$ cat src/rtl/hc.sv
// hc: two-sensor hysteresis heater controller.
// Averages two signed 8-bit temperatures and drives a registered heater enable.
// ON/OFF transitions use the T_ON/T_OFF hysteresis band and minimum dwell times.
// Optional sensor-fault detection is enabled by defining HC_FAULT_DETECT_EN.
// When enabled, the FAULT state, the sensor plausibility check and the bad/good
// run counters are built; otherwise out depends only on the average and dwell.
module hc #(
   parameter logic signed [7:0] T_ON      = 8'sd18,
   parameter logic signed [7:0] T_OFF     = 8'sd22,
   parameter logic [7:0]        MIN_ON    = 8'd4,
   parameter logic [7:0]        MIN_OFF   = 8'd4,
   parameter logic [7:0]        MAX_DIFF  = 8'd10,
   parameter logic [3:0]        FAULT_CNT = 4'd3
) (
   input  logic       clk,
   input  logic       rst,
   input  logic [7:0] ts1,
   input  logic [7:0] ts2,
   output logic       out
);

   localparam logic [1:0] S_OFF   = 2'd0;
   localparam logic [1:0] S_ON    = 2'd1;
`ifdef HC_FAULT_DETECT_EN
   localparam logic [1:0] S_FAULT = 2'd2;
`endif

   localparam logic signed [8:0] TON9  = {T_ON[7], T_ON};
   localparam logic signed [8:0] TOFF9 = {T_OFF[7], T_OFF};

   // Reject parameter sets that break the hysteresis or dwell assumptions.
   if (T_OFF <= T_ON) begin : g_bad_thresholds
      $error("hc: T_OFF must be greater than T_ON");
   end
   if (MIN_ON == 8'd0 || MIN_OFF == 8'd0) begin : g_bad_dwell
      $error("hc: MIN_ON and MIN_OFF must be at least 1");
   end
   if (FAULT_CNT == 4'd0) begin : g_bad_fault_cnt
      $error("hc: FAULT_CNT must be at least 1");
   end
   if (MAX_DIFF > 8'd255) begin : g_bad_max_diff
      $error("hc: MAX_DIFF out of range");
   end

   logic [1:0]        state;
   logic [1:0]        state_nx;
   logic [7:0]        dwell;
   logic signed [8:0] sum;
   logic signed [8:0] avg;

   // 9-bit sum cannot overflow; the arithmetic shift floors toward minus infinity.
   assign sum = {ts1[7], ts1} + {ts2[7], ts2};
   assign avg = sum >>> 1;

   assign out = (state == S_ON);

`ifdef HC_FAULT_DETECT_EN
   logic signed [8:0] diff;
   logic [8:0]        mag;
   logic              bad;
   logic [3:0]        bad_cnt;
   logic [3:0]        good_cnt;

   assign diff = {ts1[7], ts1} - {ts2[7], ts2};
   assign mag  = diff[8] ? 9'(-diff) : 9'(diff);
   assign bad  = (mag > {1'b0, MAX_DIFF}) || (ts1 == 8'h80) || (ts2 == 8'h80);
`endif

   // Next-state selection: hysteresis with dwell gating, fault entry overrides it.
   always_comb begin
      state_nx = state;
      case (state)
         S_OFF:   if (avg < TON9 && dwell >= MIN_OFF) state_nx = S_ON;
         S_ON:    if (avg >= TOFF9 && dwell >= MIN_ON) state_nx = S_OFF;
`ifdef HC_FAULT_DETECT_EN
         S_FAULT: if (!bad && good_cnt >= FAULT_CNT - 4'd1) state_nx = S_OFF;
`endif
         default: state_nx = S_OFF;
      endcase
`ifdef HC_FAULT_DETECT_EN
      if (state != S_FAULT && bad && bad_cnt >= FAULT_CNT - 4'd1) state_nx = S_FAULT;
`endif
   end

   // State register and saturating dwell counter, cleared on every state entry.
   always_ff @(posedge clk) begin
      if (rst) begin
         state <= S_OFF;
         dwell <= '0;
      end else begin
         state <= state_nx;
         if (state_nx != state)
            dwell <= '0;
         else if (dwell != 8'hFF)
            dwell <= dwell + 8'd1;
      end
   end

`ifdef HC_FAULT_DETECT_EN
   // Consecutive bad-sample run and, while staying in FAULT, consecutive good run.
   always_ff @(posedge clk) begin
      if (rst) begin
         bad_cnt  <= '0;
         good_cnt <= '0;
      end else begin
         if (!bad)
            bad_cnt <= '0;
         else if (bad_cnt != 4'hF)
            bad_cnt <= bad_cnt + 4'd1;

         if (state == S_FAULT && state_nx == S_FAULT && !bad && good_cnt != 4'hF)
            good_cnt <= good_cnt + 4'd1;
         else if (!(state == S_FAULT && state_nx == S_FAULT && !bad))
            good_cnt <= '0;
      end
   end
`endif

endmodule

$ cat config.mk
export PLATFORM = sky130hd
export DESIGN_NAME = hc
export DESIGN_NICKNAME = d
export VERILOG_FILES = /design/src/rtl/hc.sv
export SDC_FILE = /design/constraint.sdc
export NUM_CORES = 1
export LEC_CHECK = 0
export CAP_MARGIN = 20
export CORE_UTILIZATION = 42
export CTS_CLUSTER_SIZE = 20
export DETAILED_ROUTE_END_ITERATION = 8
export PLACE_DENSITY = 0.68
export SLEW_MARGIN = 10
export SYNTH_ARGS = -nofsm -noshare
export SYNTH_HDL_FRONTEND = slang
export SYNTH_SLANG_ARGS = --single-unit
$ cat constraint.sdc
create_clock -name clk -period 7.3 [get_ports clk]
set_input_delay 1.46 -clock clk [delete_from_list [all_inputs] [get_ports clk]]
set_output_delay 1.46 -clock clk [all_outputs]
set_load 0.005 [all_outputs]
==> reports/metrics.cfg <==
[run_status]
status = complete, no violations

[routing]
drtPass1Iterations = 4
drt_iter0_drc = 21
drc = 0
wl_per_cell_um = 11.80
routed_wl_um = 1864
vias = 888
postRouteAntennaNets = 0
viasPerCell = 5.620

[cts]
cts_buffer_depth = 2
htreeDepth = 1
cts_tree = built
cts_setup_buffers = 0
clkSinkCount = 10
path_clk_slew_ns = 0.07
numCtsBuffers = 3
ctsHoldBuffers = 0
cts_root_buffer = clkbuf_4
clock_latency_ns = 0.27
cts_resized = 0

[logic_synthesis]
yosysMostFrequentCell = dfxtp_1
synthTopCellsByCount = dfxtp_1 (10), a21oi_1 (9), ha_1 (9), nor2_1 (9), nor3_1 (9)
synth_cell_type_count = 37
synth-seq-area-share_pct = 22.22
ys_async_sr_fraction_pct = 0
synthTopCellsByArea = dfxtp_1 (22%), ha_1 (13%), a21oi_1 (5.0%)
synth_top_area_share_pct = 22.22
netlist_area_sq_um = 900.9
syn_avg_cell_area_sq_um = 8.116
synthesis.nets = 139
ys_seq_elements = 10
yosys.area.top_type = dfxtp_1
synthCells = 111
ys.flop_type = dfxtp_1
synth_edf_count = 0
ys.warnings.count = 0

[sta]
max_slew_margin_pct = 66.17
tightestPinTransition_ns = 0.4995
skew_ns = 0.001976
fin_ws_ns = 3.300
period_minus_slack_ns = 4.000
rsz0062_at_grt = no
fin_tns_setup_ns = 0
drv_slew = 0
finalHoldViolCount = 0
max_freq_ghz = 0.2500
setup_viol = 0
min_period_over_period_pct = 54.79
whs_ns = 0.5611

[critical_path]
reg2reg_depth = 6
crit_path_max_incr_delay_ns = 0.48
worstSetupStartpointType = input pin
crit_chain = clkdlybuf4s50_1 > inv_1 > fa_1 > or2b_1 > a21oi_1 > xor2_1 > o31a_1 > o31ai_4 > mux2i_4 > nor3_1
critical_path.endpoint_type = flop
required_ns = 7.44
critPathMaxFanout = 8
cpMaxStageDelayCell = clkdlybuf4s50_1
arrival_ns = 4.14
reg2reg_from = dwell[0]
reg2reg_slack_ns = 5.46
worstSetupPathType = in -> reg
r2r_end = dwell[2]

[global_route]
antenna_found_initial = 0
grt_pass1_vias = 827
grt_max_degree = 9
overflow = 0
grt.total_usage_pct = 18.42
grt_pass1_wl_um = 3429

[flow_run]
max-cap-violations = 0

[floorplanning]
die_x_um = 48.32
rows = 16
initial_core_util_pct = 45.45
die_h_um = 48.32
fp.dieArea_sq_um = 2334
pin_count = 19
core_sq_um = 1982

[place]
gp_congestion = 0.7980
pre_cts_ws_ns = 3.016
dp_hpwl_um = 1434
portBuffers = 18

[hold_path]
hold_start = dwell[7]
min_path_type = reg -> reg
hold_depth = 1
hold-path-endpoint = dwell[7]

[final_layout]
n_fill_cell = 191
regArea_sq_um = 200.2
area_growth_pct = 26.81
multiInputGateArea_sq_um = 665.6
antenna_cells = 0
nNetsFinal = 160
drive_above_1_share_pct = 8.397

[pwr]
pwr_density_cell_nw_per_um2 = 138.2
max-vdd-ir-drop_v = 0.00009197
p_leak_nw = 0.4336

## cells by family (layout without fill, tap and decap cells)
| logic type | after synthesis | count (layout) | synth area share, % |
|---|---|---|---|
| and+or+nand+nor | 45 | 45 | 26.25 |
| AOI/OAI and AO/OA | 27 | 27 | 21.94 |
| adders and majority gates | 10 | 10 | 14.72 |
| DFF | 10 | 10 | 22.22 |
| buffers and inverters | 9 | 29 | 3.888 |
| xor gates and xnor gates | 7 | 7 | 6.806 |
| muxes | 2 | 2 | 3.750 |
| other | 1 | 1 | 0.4163 |
## stage by stage
stage	std cells	total power, mW	area (sq um)	util [%]
after global placement	154	0.1055	1106	55.81
final	158	0.1579	1142	57.64
after detailed placement	154	0.1067	1106	55.81
after floorplan	111	0.09133	900.9	-
after global routing	158	0.1671	1142	57.64
after CTS	158	0.1591	1142	57.64
## flip-flops by register name, summed over array words and instances, names as in the netlist
signal	cells
dwell	8
state	2
## per-layer routing
layer | part of all wire, % | track usage (%) | vias up
met4 | 1.3 | 7.353 | 0
met5 | 0 | 0 | -
met1 | 48 | 23.74 | 409
met2 | 47 | 29.11 | 24
li1 | - | - | 451
met3 | 4.1 | 5.031 | 4
## placed cells by master (no fill, tap or decap), types with 3 or more instances in the layout
cell type | synthesis | final
a21oi_1 | 9 | 9
nor3_1 | 9 | 9
nand3_1 | 5 | 5
clkbuf_4 | 0 | 3
nor2_1 | 9 | 9
inv_1 | 7 | 7
and3_1 | 4 | 4
dfxtp_1 | 10 | 10
nand2_1 | 7 | 7
xnor2_1 | 3 | 3
xor2_1 | 4 | 4
o21ai_0 | 5 | 5
clkdlybuf4s50_1 | 0 | 18
ha_1 | 9 | 9
nand4_1 | 3 | 3
## worst max-delay path by stage
stage / startpoint / end / slack, ns
after floorplan: ts1[1] / dwell[0] / 3.69
after global placement: ts1[1] / dwell[0] / 3.09
after detailed placement: ts1[1] / dwell[6] / 3.02
after CTS: ts1[1] / dwell[6] / 3.31
after global routing: ts1[1] / dwell[6] / 3.18
final: ts1[1] / dwell[6] / 3.30
## area by class of cell
cell class / instances / share of cell area [%]
clock buffer: 4 / 3.176
multi-input combinational: 92 / 58.27
timing repair buffer: 18 / 15.77
inverter: 7 / 2.300
tap: 27 / 2.957
sequential: 10 / 17.52
## power breakdown
part	switching [mW]	total, mW	internal [mW]
Sequential	0.000919	0.0563	0.0554
Combinational	0.0248	0.0495	0.0247
Clock	0.0218	0.0521	0.0303
## critical path, delay by kind of cell
kind	cells	cell delay (ns)
mux	1	0.42
compound gates	3	0.79
buf+inv	2	0.54
xor+xnor	1	0.10
simple gates	2	0.38
fa+ha+maj	1	0.45
No activity file was read; power rests on OpenSTA's default activity.
